## src/rtl/pixart_init_sequencer.sv

```systemverilog
// -----------------------------------------------------------------------------
// pixart_init_sequencer
//
// Boot-time configuration sequencer for the PixArt IR camera. On a go pulse it
// walks a fixed init table and sends each entry to the camera as one
// single-byte I2C write through i2c_master's start/ready handshake. After each
// completed write it waits a settle gap before starting the next one.
//
// Handshake with i2c_master (all decisions use rdy, the synchronised i2c_ready):
//   - i2c_start rises only while rdy=1. It stays high until the master
//     acknowledges by dropping rdy, and then falls.
//   - rdy rising again means the write has finished.
//   - i2c_data and i2c_addr are stable from the table load until the write
//     finishes. The master samples them when it sees i2c_start.
//   - Each handshake phase has a TIMEOUT-cycle budget. If the budget runs out,
//     the sequence aborts into ERROR. There are no retries.
//
// Ports:
//   clk        in   system clock (i2c_master runs from a clock derived from it)
//   reset_n    in   asynchronous active-low reset
//   go         in   1-cycle start pulse, accepted in IDLE, DONE and ERROR
//   i2c_start  out  write request to i2c_master
//   i2c_addr   out  7-bit device address, constant DEV_ADDR
//   i2c_data   out  table byte for the current entry
//   i2c_ready  in   master idle and out of reset (asynchronous to the FSM)
//   busy       out  sequence in progress
//   done       out  whole table written; held until the next go
//   error      out  a handshake timed out; held until the next go
//   step       out  table entry in progress, or the last one attempted
//   state_dbg  out  current FSM state (0=IDLE 1=LOAD 2=ISSUE 3=ACCEPT
//                   4=COMPLETE 5=GAP 6=DONE 7=ERROR)
// -----------------------------------------------------------------------------
module pixart_init_sequencer #(
    parameter logic [6:0]  DEV_ADDR   = 7'h58,
    parameter int          NUM_BYTES  = 12,
    parameter logic [15:0] GAP_CYCLES = 16'd5000,
    parameter logic [15:0] TIMEOUT    = 16'd2000
) (
    input  logic       clk,
    input  logic       reset_n,
    input  logic       go,
    output logic       i2c_start,
    output logic [6:0] i2c_addr,
    output logic [7:0] i2c_data,
    input  logic       i2c_ready,
    output logic       busy,
    output logic       done,
    output logic       error,
    output logic [3:0] step,
    output logic [2:0] state_dbg
);

    typedef enum logic [2:0] {
        S_IDLE     = 3'd0,
        S_LOAD     = 3'd1,
        S_ISSUE    = 3'd2,
        S_ACCEPT   = 3'd3,
        S_COMPLETE = 3'd4,
        S_GAP      = 3'd5,
        S_DONE     = 3'd6,
        S_ERROR    = 3'd7
    } state_t;

    // This is the last table index sent. Entries after it are never read.
    localparam logic [3:0]  LAST_STEP = 4'(NUM_BYTES - 1);
    // The gap counter starts at 0, so GAP lasts exactly GAP_CYCLES cycles.
    localparam logic [15:0] GAP_LAST  = GAP_CYCLES - 16'd1;

    state_t      state;
    logic [15:0] tmr;
    logic [15:0] gap_cnt;
    logic        ready_meta;
    logic        rdy;

    assign i2c_addr  = DEV_ADDR;
    assign state_dbg = state;

    // This is the camera init table, with entry 0 first. Indices 12..15 read as 0.
    function automatic logic [7:0] table_byte(input logic [3:0] idx);
        logic [7:0] b;
        case (idx)
            4'd0:    b = 8'h30;
            4'd1:    b = 8'h01;
            4'd2:    b = 8'h30;
            4'd3:    b = 8'h08;
            4'd4:    b = 8'h06;
            4'd5:    b = 8'h90;
            4'd6:    b = 8'h08;
            4'd7:    b = 8'hC0;
            4'd8:    b = 8'h1A;
            4'd9:    b = 8'h40;
            4'd10:   b = 8'h33;
            4'd11:   b = 8'h33;
            default: b = 8'h00;
        endcase
        return b;
    endfunction

    // i2c_ready comes from the master's clock domain. A two-flop synchroniser
    // brings it into this domain.
    always_ff @(posedge clk or negedge reset_n) begin
        if (!reset_n) begin
            ready_meta <= 1'b0;
            rdy        <= 1'b0;
        end else begin
            ready_meta <= i2c_ready;
            rdy        <= ready_meta;
        end
    end

    // This is the main sequencer FSM. All outputs are registered here.
    // go is only looked at in IDLE, DONE and ERROR. busy is low in those
    // states, so a go pulse during a sequence is dropped.
    // A timeout abort goes straight to ERROR and cannot coincide with an
    // accepted go, so the timeout always wins.
    always_ff @(posedge clk or negedge reset_n) begin
        if (!reset_n) begin
            state     <= S_IDLE;
            i2c_start <= 1'b0;
            i2c_data  <= 8'h00;
            busy      <= 1'b0;
            done      <= 1'b0;
            error     <= 1'b0;
            step      <= 4'd0;
            tmr       <= 16'd0;
            gap_cnt   <= 16'd0;
        end else begin
            case (state)
                S_IDLE, S_DONE, S_ERROR: begin
                    if (go) begin
                        state <= S_LOAD;
                        step  <= 4'd0;
                        busy  <= 1'b1;
                        done  <= 1'b0;
                        error <= 1'b0;
                    end
                end

                S_LOAD: begin
                    i2c_data <= table_byte(step);
                    tmr      <= 16'd0;
                    state    <= S_ISSUE;
                end

                // Wait for the master to be idle before requesting. This
                // guarantees i2c_start never rises while rdy=0.
                S_ISSUE: begin
                    if (tmr == TIMEOUT) begin
                        state     <= S_ERROR;
                        i2c_start <= 1'b0;
                        busy      <= 1'b0;
                        error     <= 1'b1;
                        tmr       <= 16'd0;
                    end else if (rdy) begin
                        i2c_start <= 1'b1;
                        tmr       <= 16'd0;
                        state     <= S_ACCEPT;
                    end else begin
                        tmr <= tmr + 16'd1;
                    end
                end

                // Hold the request until the master drops rdy to show it has
                // taken the byte.
                S_ACCEPT: begin
                    if (tmr == TIMEOUT) begin
                        state     <= S_ERROR;
                        i2c_start <= 1'b0;
                        busy      <= 1'b0;
                        error     <= 1'b1;
                        tmr       <= 16'd0;
                    end else if (!rdy) begin
                        i2c_start <= 1'b0;
                        tmr       <= 16'd0;
                        state     <= S_COMPLETE;
                    end else begin
                        tmr <= tmr + 16'd1;
                    end
                end

                // rdy returning high means the bus write has finished.
                S_COMPLETE: begin
                    if (tmr == TIMEOUT) begin
                        state     <= S_ERROR;
                        i2c_start <= 1'b0;
                        busy      <= 1'b0;
                        error     <= 1'b1;
                        tmr       <= 16'd0;
                    end else if (rdy) begin
                        gap_cnt <= 16'd0;
                        tmr     <= 16'd0;
                        state   <= S_GAP;
                    end else begin
                        tmr <= tmr + 16'd1;
                    end
                end

                // The camera needs this settle time after every write,
                // including the last one.
                S_GAP: begin
                    if (gap_cnt == GAP_LAST) begin
                        if (step == LAST_STEP) begin
                            state <= S_DONE;
                            busy  <= 1'b0;
                            done  <= 1'b1;
                        end else begin
                            step  <= step + 4'd1;
                            state <= S_LOAD;
                        end
                    end else begin
                        gap_cnt <= gap_cnt + 16'd1;
                    end
                end

                default: begin
                    state     <= S_IDLE;
                    i2c_start <= 1'b0;
                    busy      <= 1'b0;
                end
            endcase
        end
    end

endmodule
```

## config.mk

```make
export PLATFORM = sky130hd
export DESIGN_NAME = pixart_init_sequencer
export DESIGN_NICKNAME = d
export VERILOG_FILES = /design/src/rtl/pixart_init_sequencer.sv
export SDC_FILE = /design/constraint.sdc
export NUM_CORES = 1
export LEC_CHECK = 0
export CORE_UTILIZATION = 50
export CTS_BUF_LIST = sky130_fd_sc_hd__clkbuf_4
export DETAILED_ROUTE_END_ITERATION = 12
export PLACE_DENSITY = 0.79
export SYNTH_ARGS = -nofsm -noshare
export SYNTH_HDL_FRONTEND = slang
export SYNTH_SLANG_ARGS = --single-unit
```

## constraint.sdc

```tcl
create_clock -name clk -period 5.55 [get_ports clk]
set_clock_uncertainty 0.05 [all_clocks]
set_input_delay 1.11 -clock clk [delete_from_list [all_inputs] [get_ports clk]]
set_output_delay 1.11 -clock clk [all_outputs]
set_load 0.05 [all_outputs]
```

==> impl_metrics.ini, run 1 <==
[cts]
cts_buffers = 5
clock_path_buffers = 2
post_cts_buffers = 0
clock-sinks = 53
cts_tree = built
clk_latency_ns = 0.38
cts_root_buffer = clkbuf_4
path_clk_slew_ns = 0.15
ctsResizeCount = 0
h-tree-depth = 2
cts_hold_buffers = 0

[routing]
routed.top_layer = met4
via_per_inst = 5.80
post_drt_wl_per_cell_um = 14.9
first_iter_violations = 108
antenna_left = 0
drt_drc_violations_left = 0
first_pass_iters = 4
wl_um = 6280
wl_met3_um = 194
num_vias = 2447
wl_met2_um = 3020
routedLengthMet1_um = 2970

[timing]
worst_slack_ns = 2.36
tightest_slew_ns = 1.00
hold_viol = 0
max_freq_ghz = 0.313
rsz0062_at_grt = no
finalMaxSlewViolations = 0
slew_headroom_pct = 32.8
setup_violations = 0
setup_tns_ns = 0
fin_crit_ns = 3.19
fin_crit_sh_pct = 57.5

[synth]
syn_area_um2 = 3100
synth-async-reset-ratio_pct = 100
yosysWarnings = 0
synth_edf_count = 0
syn_inst = 334
synth_cell_types = 58
synth_ff_type = dfrtp_1
seq_area_frac_synth_pct = 42.7
ys_ff_latch = 53
syn_area_per_cell_um2 = 9.29

[placed_design]
dpl_cell_area_um2 = 3300
dp_hpwl_um = 4240
port_buffers = 22
dpl_worst_slack_ns = 2.81
placedCellCount = 415
gp_congestion = 0.796

[layout]
design_area_um2 = 3350
stdcell_count = 422
area_delta_synth_final_pct = 7.98
drive_gt1_share_pct = 6.92
antenna_cells = 0
fin_nets = 359

[die]
die_h_um = 80.8
rows = 28
dieArea_um2 = 6530
start_util_pct = 52.1
io_pins = 30
die_x_um = 80.8
core_area_um2 = 5960

[critical_path]
arrival_ns = 2.03
worstPathCellList = clkdlybuf4s50_1
worstSetupPathType = flip-flop to primary output
worstPathMaxFanout = 21
cp_num_buf_inv = 1
r2r_slack_ns = 2.86
critPathSlowestCell = clkdlybuf4s50_1
worstPathRequired_ns = 4.39
cpPeakStageDelay_ns = 0.92
end_kind = primary output
start_kind = flip-flop
rr_worst_depth = 5
crit_family = buffers and inverters
cp_num_cells = 1

[hold_path]
holdPathStages = 0
hold_path.class = flip-flop to flip-flop

[grt]
grt_pass1_vias = 2256
grt_overflow = 0
antenna_found_initial = 0
grt.total_usage_pct = 21.0
grt_pass1_wl_um = 10600
grt_max_degree = 54

[run]
cap_violations = 0

[power_and_ir_drop]
p_per_area_nw_per_um2 = 343
totalPowerFinal_mw = 1.15
ir_drop_mv = 0.338
p_leak_nw = 1.42

[outcome]
status = complete, no violations
[synthesized netlist by cell type, types with 3 or more instances]
| cell | instances | area share (%) |
|---|---|---|
| dfrtp_1 | 53 | 43 |
| nor3_1 | 8 | 1.3 |
| nor2b_1 | 9 | 1.8 |
| inv_1 | 11 | 1.3 |
| xor2_1 | 12 | 3.4 |
| nand4_1 | 10 | 2.0 |
| a21oi_1 | 16 | 2.6 |
| buf_4 | 8 | 1.9 |
| clkbuf_1 | 5 | 0.60 |
| nand2b_1 | 3 | 0.60 |
| nor4_1 | 3 | 0.60 |
| buf_2 | 7 | 1.1 |
| and3_1 | 7 | 1.4 |
| nand3_1 | 18 | 2.9 |
| mux2i_1 | 5 | 1.6 |
| o31ai_1 | 5 | 1.2 |
| a22o_1 | 7 | 2.0 |
| xnor2_1 | 5 | 1.4 |
| a21o_1 | 3 | 0.73 |
| or3_1 | 3 | 0.60 |
| nand2_1 | 27 | 3.3 |
| o21ai_0 | 27 | 4.4 |
| mux2_2 | 3 | 1.1 |
| nor2_1 | 29 | 3.5 |
| ha_1 | 8 | 3.2 |
[sequential cells by signal (all words and copies together), names as in the netlist]
signal	count
i2c_data	8
error	1
gap_cnt	16
step	4
rdy	1
tmr	16
done	1
i2c_start	1
state_dbg	3
ready_meta	1
busy	1
[through the flow]
stage	hold WS, ns	utilization [%]
final	0.325	56.3
after global routing	0.336	56.3
after CTS	0.330	56.3
after detailed placement	0.296	55.5
after global placement	0.285	55.5
after floorplan	0.281	-
[where the power goes]
group / total, mW / leakage (nW) / switching (mW) / internal, mW
Combinational: 0.482 / 0.680 / 0.311 / 0.171
Clock: 0.172 / 0.0292 / 0.121 / 0.0512
Sequential: 0.494 / 0.715 / 0.0672 / 0.427
[layout by cell type, fill, tap and decap left out, types with 3 or more instances in the layout]
master           count
dfrtp_1             53
conb_1               7
and3_1               7
nor4_1               3
a21o_1               3
nand4_1             10
a21oi_1             16
ha_1                 8
xnor2_1              5
nand3_1             18
nor3_1               8
nand2b_1             3
a22o_1               7
xor2_1              12
o21ai_0             27
nand2_1             27
o31ai_1              5
clkdlybuf4s50_1     21
nor2b_1              9
mux2_2               3
inv_1               11
mux2i_1              5
nor2_1              29
or3_1                3
clkbuf_4             6
[worst paths after layout]
check                                    startpoint                  endpoint
setup reg to reg           state_dbg[2]$_DFFE_PN0P_  state_dbg[0]$_DFFE_PN0P_
min in group asynchronous                   reset_n   i2c_data[4]$_DFFE_PN0N_
setup / recovery           state_dbg[2]$_DFFE_PN0P_              state_dbg[2]
hold reg to reg                ready_meta$_DFF_PN0_             rdy$_DFF_PN0_
hold / removal                 ready_meta$_DFF_PN0_             rdy$_DFF_PN0_
max in group asynchronous                   reset_n        tmr[9]$_DFFE_PN0P_
[metal layers]
metal / vias to the layer above / global-route usage (%)
met1: 1190 / 28.1
met3: 9 / 4.04
li1: 1206 / -
met4: 0 / 7.68
met2: 42 / 34.0
met5: - / 0
[cell type report]
class                           instances  area (um2)
Inverter                               11        41.3
Tap cell                               75        93.8
Fill cell                             539        2600
Clock inverter                          1        3.75
Clock buffer                            6        45.0
Multi-Input combinational cell        253        1620
Sequential cell                        53        1330
Timing Repair Buffer                   23         223
[logic make-up (layout without fill, tap and decap cells)]
| kind of cell | Yosys count | in the layout | synth area share, % |
|---|---|---|---|
| DFF | 53 | 53 | 42.7 |
| AOI/OAI and AO/OA | 73 | 73 | 15.0 |
| other | 2 | 7 | 0.242 |
| xor gates and xnor gates | 17 | 17 | 4.80 |
| adders and majority gates | 8 | 8 | 3.22 |
| buffers and inverters | 33 | 41 | 5.72 |
| and+or+nand+nor | 139 | 139 | 25.2 |
| muxes | 9 | 9 | 3.06 |
(Power assumes the default switching activity.)
==> inputs of run 2 (changes only) <==
clock period = 3.2 ns   (was 5.55 ns; I/O delays follow)
==> run 2 against run 1 <==
  * Critical path depth did not move
  * Combinational power rose by 76%
  * Hold slack improved by 0.017 ns
  * Critical path type unchanged
  * Critical endpoint unchanged
  * Largest cell class unchanged
==> impl_metrics.ini, run 2 (synthesis results as in run 1) <==
[outcome]
status = complete, no violations

[hold_path]
holdPathStages = 0
hold_path.class = flip-flop to flip-flop

[critical_path]
cp_num_buf_inv = 1
end_kind = primary output
worstSetupPathType = flip-flop to primary output
cp_num_cells = 1
critPathSlowestCell = clkdlybuf4s50_1
rr_worst_depth = 7
crit_family = buffers and inverters
arrival_ns = 2.01
worstPathMaxFanout = 21
start_kind = flip-flop
worstPathCellList = clkdlybuf4s50_1
worstPathRequired_ns = 2.51
cpPeakStageDelay_ns = 0.92

[grt]
grt_overflow = 0
antenna_found_initial = 0
grt.total_usage_pct = 20.8
grt_pass1_vias = 2341
grt_max_degree = 49
grt_pass1_wl_um = 10600

[timing]
max_freq_ghz = 0.370
tightest_slew_ns = 1.04
finalMaxSlewViolations = 0
fin_crit_ns = 2.70
slew_headroom_pct = 30.8
rsz0062_at_grt = no
setup_violations = 0
setup_tns_ns = 0
fin_crit_sh_pct = 84.4
hold_viol = 0

[cts]
clk_latency_ns = 0.39
cts_tree = built
cts_buffers = 5
clock_path_buffers = 2
cts_hold_buffers = 0
clock-sinks = 53
path_clk_slew_ns = 0.14
cts_root_buffer = clkbuf_4
post_cts_buffers = 0
ctsResizeCount = 0
h-tree-depth = 2

[power_and_ir_drop]
p_sw_share_pct = 43.6
totalPowerFinal_mw = 2.02
p_leak_nw = 1.43
p_per_area_nw_per_um2 = 600
combPwrFrac_pct = 41.9
switchingPower_mw = 0.883
internal_power_mw = 1.14
ir_drop_mv = 0.432
power_frac_seq_pct = 42.4
p_clk_share_pct = 15.7

[routing]
post_drt_wl_per_cell_um = 14.5
first_iter_violations = 187
wl_um = 6150
drt_drc_violations_left = 0
num_vias = 2472
antenna_left = 0
via_per_inst = 5.83
first_pass_iters = 4

[die]
rows = 28
die_x_um = 80.8
io_pins = 30
die_h_um = 80.8
start_util_pct = 52.1
dieArea_um2 = 6530
core_area_um2 = 5960

[layout]
mostFrequentLayoutCell = dfrtp_1
most-common-layout-cells = 53 x dfrtp_1, 29 x nor2_1, 27 x nand2_1, 27 x o21ai_0, 21 x clkdlybuf4s50_1
fill_cells = 548
design_area_um2 = 3370
reg_top3 = gap_cnt (16), tmr (16), i2c_data (8)
antenna_cells = 0
stdcell_count = 424
drive_gt1_share_pct = 7.74
area_delta_synth_final_pct = 8.59
fin_nets = 360

[placed_design]
dpl_cell_area_um2 = 3310
placedCellCount = 416
dp_hpwl_um = 4190
port_buffers = 22
gp_congestion = 0.836

[run]
cap_violations = 0
-- run 2: final cells by class --
type | instances | area (um2) | area share [%]
timing repair buffer | 24 | 230 | 6.83
clock inverter | 2 | 15.0 | 0.445
sequential | 53 | 1330 | 39.3
tap | 75 | 93.8 | 2.78
inverter | 11 | 41.3 | 1.22
multi-input combinational | 253 | 1620 | 48.0
clock buffer | 6 | 45.0 | 1.34
-- run 2: worst paths after layout --
kind	from	end	slack, ns
min in group asynchronous	reset_n	i2c_data[1]$_DFFE_PN0N_	0.36
max in group asynchronous	reset_n	tmr[0]$_DFFE_PN0P_	2.04
hold reg to reg	ready_meta$_DFF_PN0_	rdy$_DFF_PN0_	0.34
setup / recovery	state_dbg[2]$_DFFE_PN0P_	state_dbg[2]	0.50
hold / removal	ready_meta$_DFF_PN0_	rdy$_DFF_PN0_	0.34
setup reg to reg	tmr[0]$_DFFE_PN0P_	gap_cnt[0]$_DFFE_PN0P_	0.69
-- run 2: power by group through the flow --
stage / clock, mW / sequential (mW) / combinational [mW]
6_report: 0.318 / 0.858 / 0.847
5_1_grt: 0.348 / 0.875 / 0.935
4_1_cts: 0.326 / 0.856 / 0.847
3_5_place_dp: 0 / 0.871 / 0.841
3_3_place_gp: 0 / 0.862 / 0.831
2_1_floorplan: 0 / 0.945 / 0.562
-- run 2: per-layer routing --
| metal | part of all wire (%) | track usage [%] | vias to the layer above | routed length [um] |
|---|---|---|---|---|
| met1 | 49 | 28.9 | 1205 | 3010 |
| met4 | 1.6 | 9.46 | 0 | 98 |
| met2 | 46 | 31.4 | 53 | 2830 |
| met3 | 3.4 | 3.82 | 9 | 208 |
| li1 | - | - | 1205 | - |
| met5 | 0 | 0 | - | 0 |
-- run 2: per-stage QoR --
step	hold WS [ns]	util (%)	worst slack, ns
floorplan	0.281	-	1.07
global placement	0.283	55.6	0.799
detailed placement	0.304	55.6	0.716
CTS	0.337	56.6	0.490
global route	0.347	56.6	0.403
finish	0.342	56.6	0.498
==> inputs of run 3 (changes only) <==
clock period = 2.5 ns   (was 3.2 ns; I/O delays follow)
==> run 3 against run 2 <==
  * Final area grew 2.5%
  * Die area is the same
  * Global-route usage grew 0.13 points
  * Flip-flop and latch count is the same
  * Core utilization grew 1.4 points
  * Hold slack lost 0.27 ns
  * Total power grew 30%
  * Sequential power grew 24%
  * Setup slack lost 0.32 ns
  * Sequential share of layout area shrank 0.95 points
  * Clock power grew 15%
  * Critical path type unchanged
  * Critical endpoint is now step[1]
  * Largest power group is now combinational logic
==> impl_metrics.ini, run 3 (synthesis results as in run 1) <==
[routing]
post_drt_wl_per_cell_um = 14.9
antenna_left = 0
first_pass_iters = 4
num_vias = 2553
wl_um = 6490
via_per_inst = 5.87
first_iter_violations = 171
drt_drc_violations_left = 0

[power_and_ir_drop]
p_sw_share_pct = 42.9
internal_power_mw = 1.50
combPwrFrac_pct = 45.7
p_per_area_nw_per_um2 = 761
p_clk_share_pct = 14.0
power_frac_seq_pct = 40.4
p_leak_nw = 1.50
switchingPower_mw = 1.13
ir_drop_mv = 0.759

[layout]
reg_top3 = gap_cnt (16), tmr (16), i2c_data (8)
stdcell_count = 435
mostFrequentLayoutCell = dfrtp_1
area_delta_synth_final_pct = 11.3
fin_nets = 372
drive_gt1_share_pct = 10.6
most-common-layout-cells = 53 x dfrtp_1, 28 x nor2_1, 27 x nand2_1, 27 x o21ai_0, 20 x clkdlybuf4s50_1
antenna_cells = 0

[timing]
worst_slack_ns = 0.182
setup_violations = 0
hold_slack_ns = 0.0728
rsz0062_at_grt = no
fin_crit_ns = 2.32
hold_viol = 0
slew_headroom_pct = 53.5
fin_crit_sh_pct = 92.7
setup_tns_ns = 0
finalMaxSlewViolations = 0
tightest_slew_ns = 0.694
max_freq_ghz = 0.431

[cts]
h-tree-depth = 2
clock_path_buffers = 2
clock-sinks = 53
post_cts_buffers = 0
clk_latency_ns = 0.37
cts_root_buffer = clkbuf_4
cts_tree = built
cts_hold_buffers = 0
ctsResizeCount = 0
cts_buffers = 5
path_clk_slew_ns = 0.16

[die]
rows = 28
io_pins = 30
dieArea_um2 = 6530
core_area_um2 = 5960
die_h_um = 80.8
start_util_pct = 52.1
die_x_um = 80.8

[critical_path]
setup.worst_path.end = step[1]
rr_worst_depth = 8
cp_num_buf_inv = 1
cp_num_cells = 1
worstPathMaxFanout = 8
worstPathRequired_ns = 1.95
crit_family = buffers and inverters
arrival_ns = 1.77
r2r_start = tmr[0]$_DFFE_PN0P_
r2r_slack_ns = 0.31
cpPeakStageDelay_ns = 0.86
crit_start = step[1]$_DFFE_PN0P_
r2r_end = tmr[3]$_DFFE_PN0P_
worstPathCellList = clkdlybuf4s50_1
start_kind = flip-flop
worstSetupPathType = flip-flop to primary output
critPathSlowestCell = clkdlybuf4s50_1
end_kind = primary output

[grt]
grt.total_usage_pct = 20.9
grt_pass1_vias = 2311
grt_max_degree = 29
antenna_found_initial = 0
grt_overflow = 0
grt_pass1_wl_um = 10700

[outcome]
status = complete, no violations

[placed_design]
port_buffers = 22
dpl_worst_slack_ns = 0.140
dp_hpwl_um = 4680
gp_congestion = 0.827
placedCellCount = 428

[hold_path]
hold_path.class = input pin to async pin

[run]
cap_violations = 0
[run 3: cell count changes in the layout (fill, tap and decap cells not counted)]
| cell | delta |
|---|---|
| clkinvlp_4 | -1 |
| nor2_1 | -1 |
| nor2_2 | +1 |
| clkdlybuf4s50_1 | -1 |
| clkbuf_4 | -1 |
| buf_4 | +12 |
| clkinv_1 | +1 |
| dlymetal6s2s_1 | +1 |
[run 3: final cells by class]
class	count	area, um2
well taps	75	93.8
flip-flops and latches	53	1330
multi-input cells	253	1620
clock inverters	2	11.3
fillers	549	2500
inverters	11	41.3
repair buffers	36	323
clock buffers	5	37.5
[run 3: layer usage]
metal / wire (um) / GRT usage (%) / vias up
met3: 268 / 4.16 / 9
met1: 3110 / 28.3 / 1247
met2: 3040 / 34.6 / 69
li1: - / - / 1228
met4: 68 / 5.00 / 0
met5: 0 / 0 / -
[run 3: through the flow]
step	instance area, um2	power, mW	utilization [%]
after CTS	3450	2.63	57.9
after floorplan	3120	1.93	-
after global placement	3400	2.23	57.1
after detailed placement	3400	2.26	57.1
final	3450	2.63	58.0
after global routing	3450	2.79	58.0
[run 3: power by group through the flow]
stage	Combinational, mW	Sequential [mW]	Clock, mW
6_report	1.20	1.06	0.367
5_1_grt	1.31	1.08	0.409
4_1_cts	1.19	1.06	0.377
3_5_place_dp	1.19	1.07	0
3_3_place_gp	1.17	1.07	0
2_1_floorplan	0.720	1.21	0
[run 3: worst min path at each step]
stage	from	end	slack, ns	cells past startpoint
after detailed placement	ready_meta$_DFF_PN0_	rdy$_DFF_PN0_	0.29	0
after floorplan	reset_n	busy$_DFFE_PN0P_	0.15	0
after global routing	reset_n	i2c_data[6]$_DFFE_PN0N_	0.10	1
final	reset_n	step[3]$_DFFE_PN0P_	0.07	1
after CTS	reset_n	gap_cnt[4]$_DFFE_PN0P_	0.09	1
after global placement	ready_meta$_DFF_PN0_	rdy$_DFF_PN0_	0.28	0
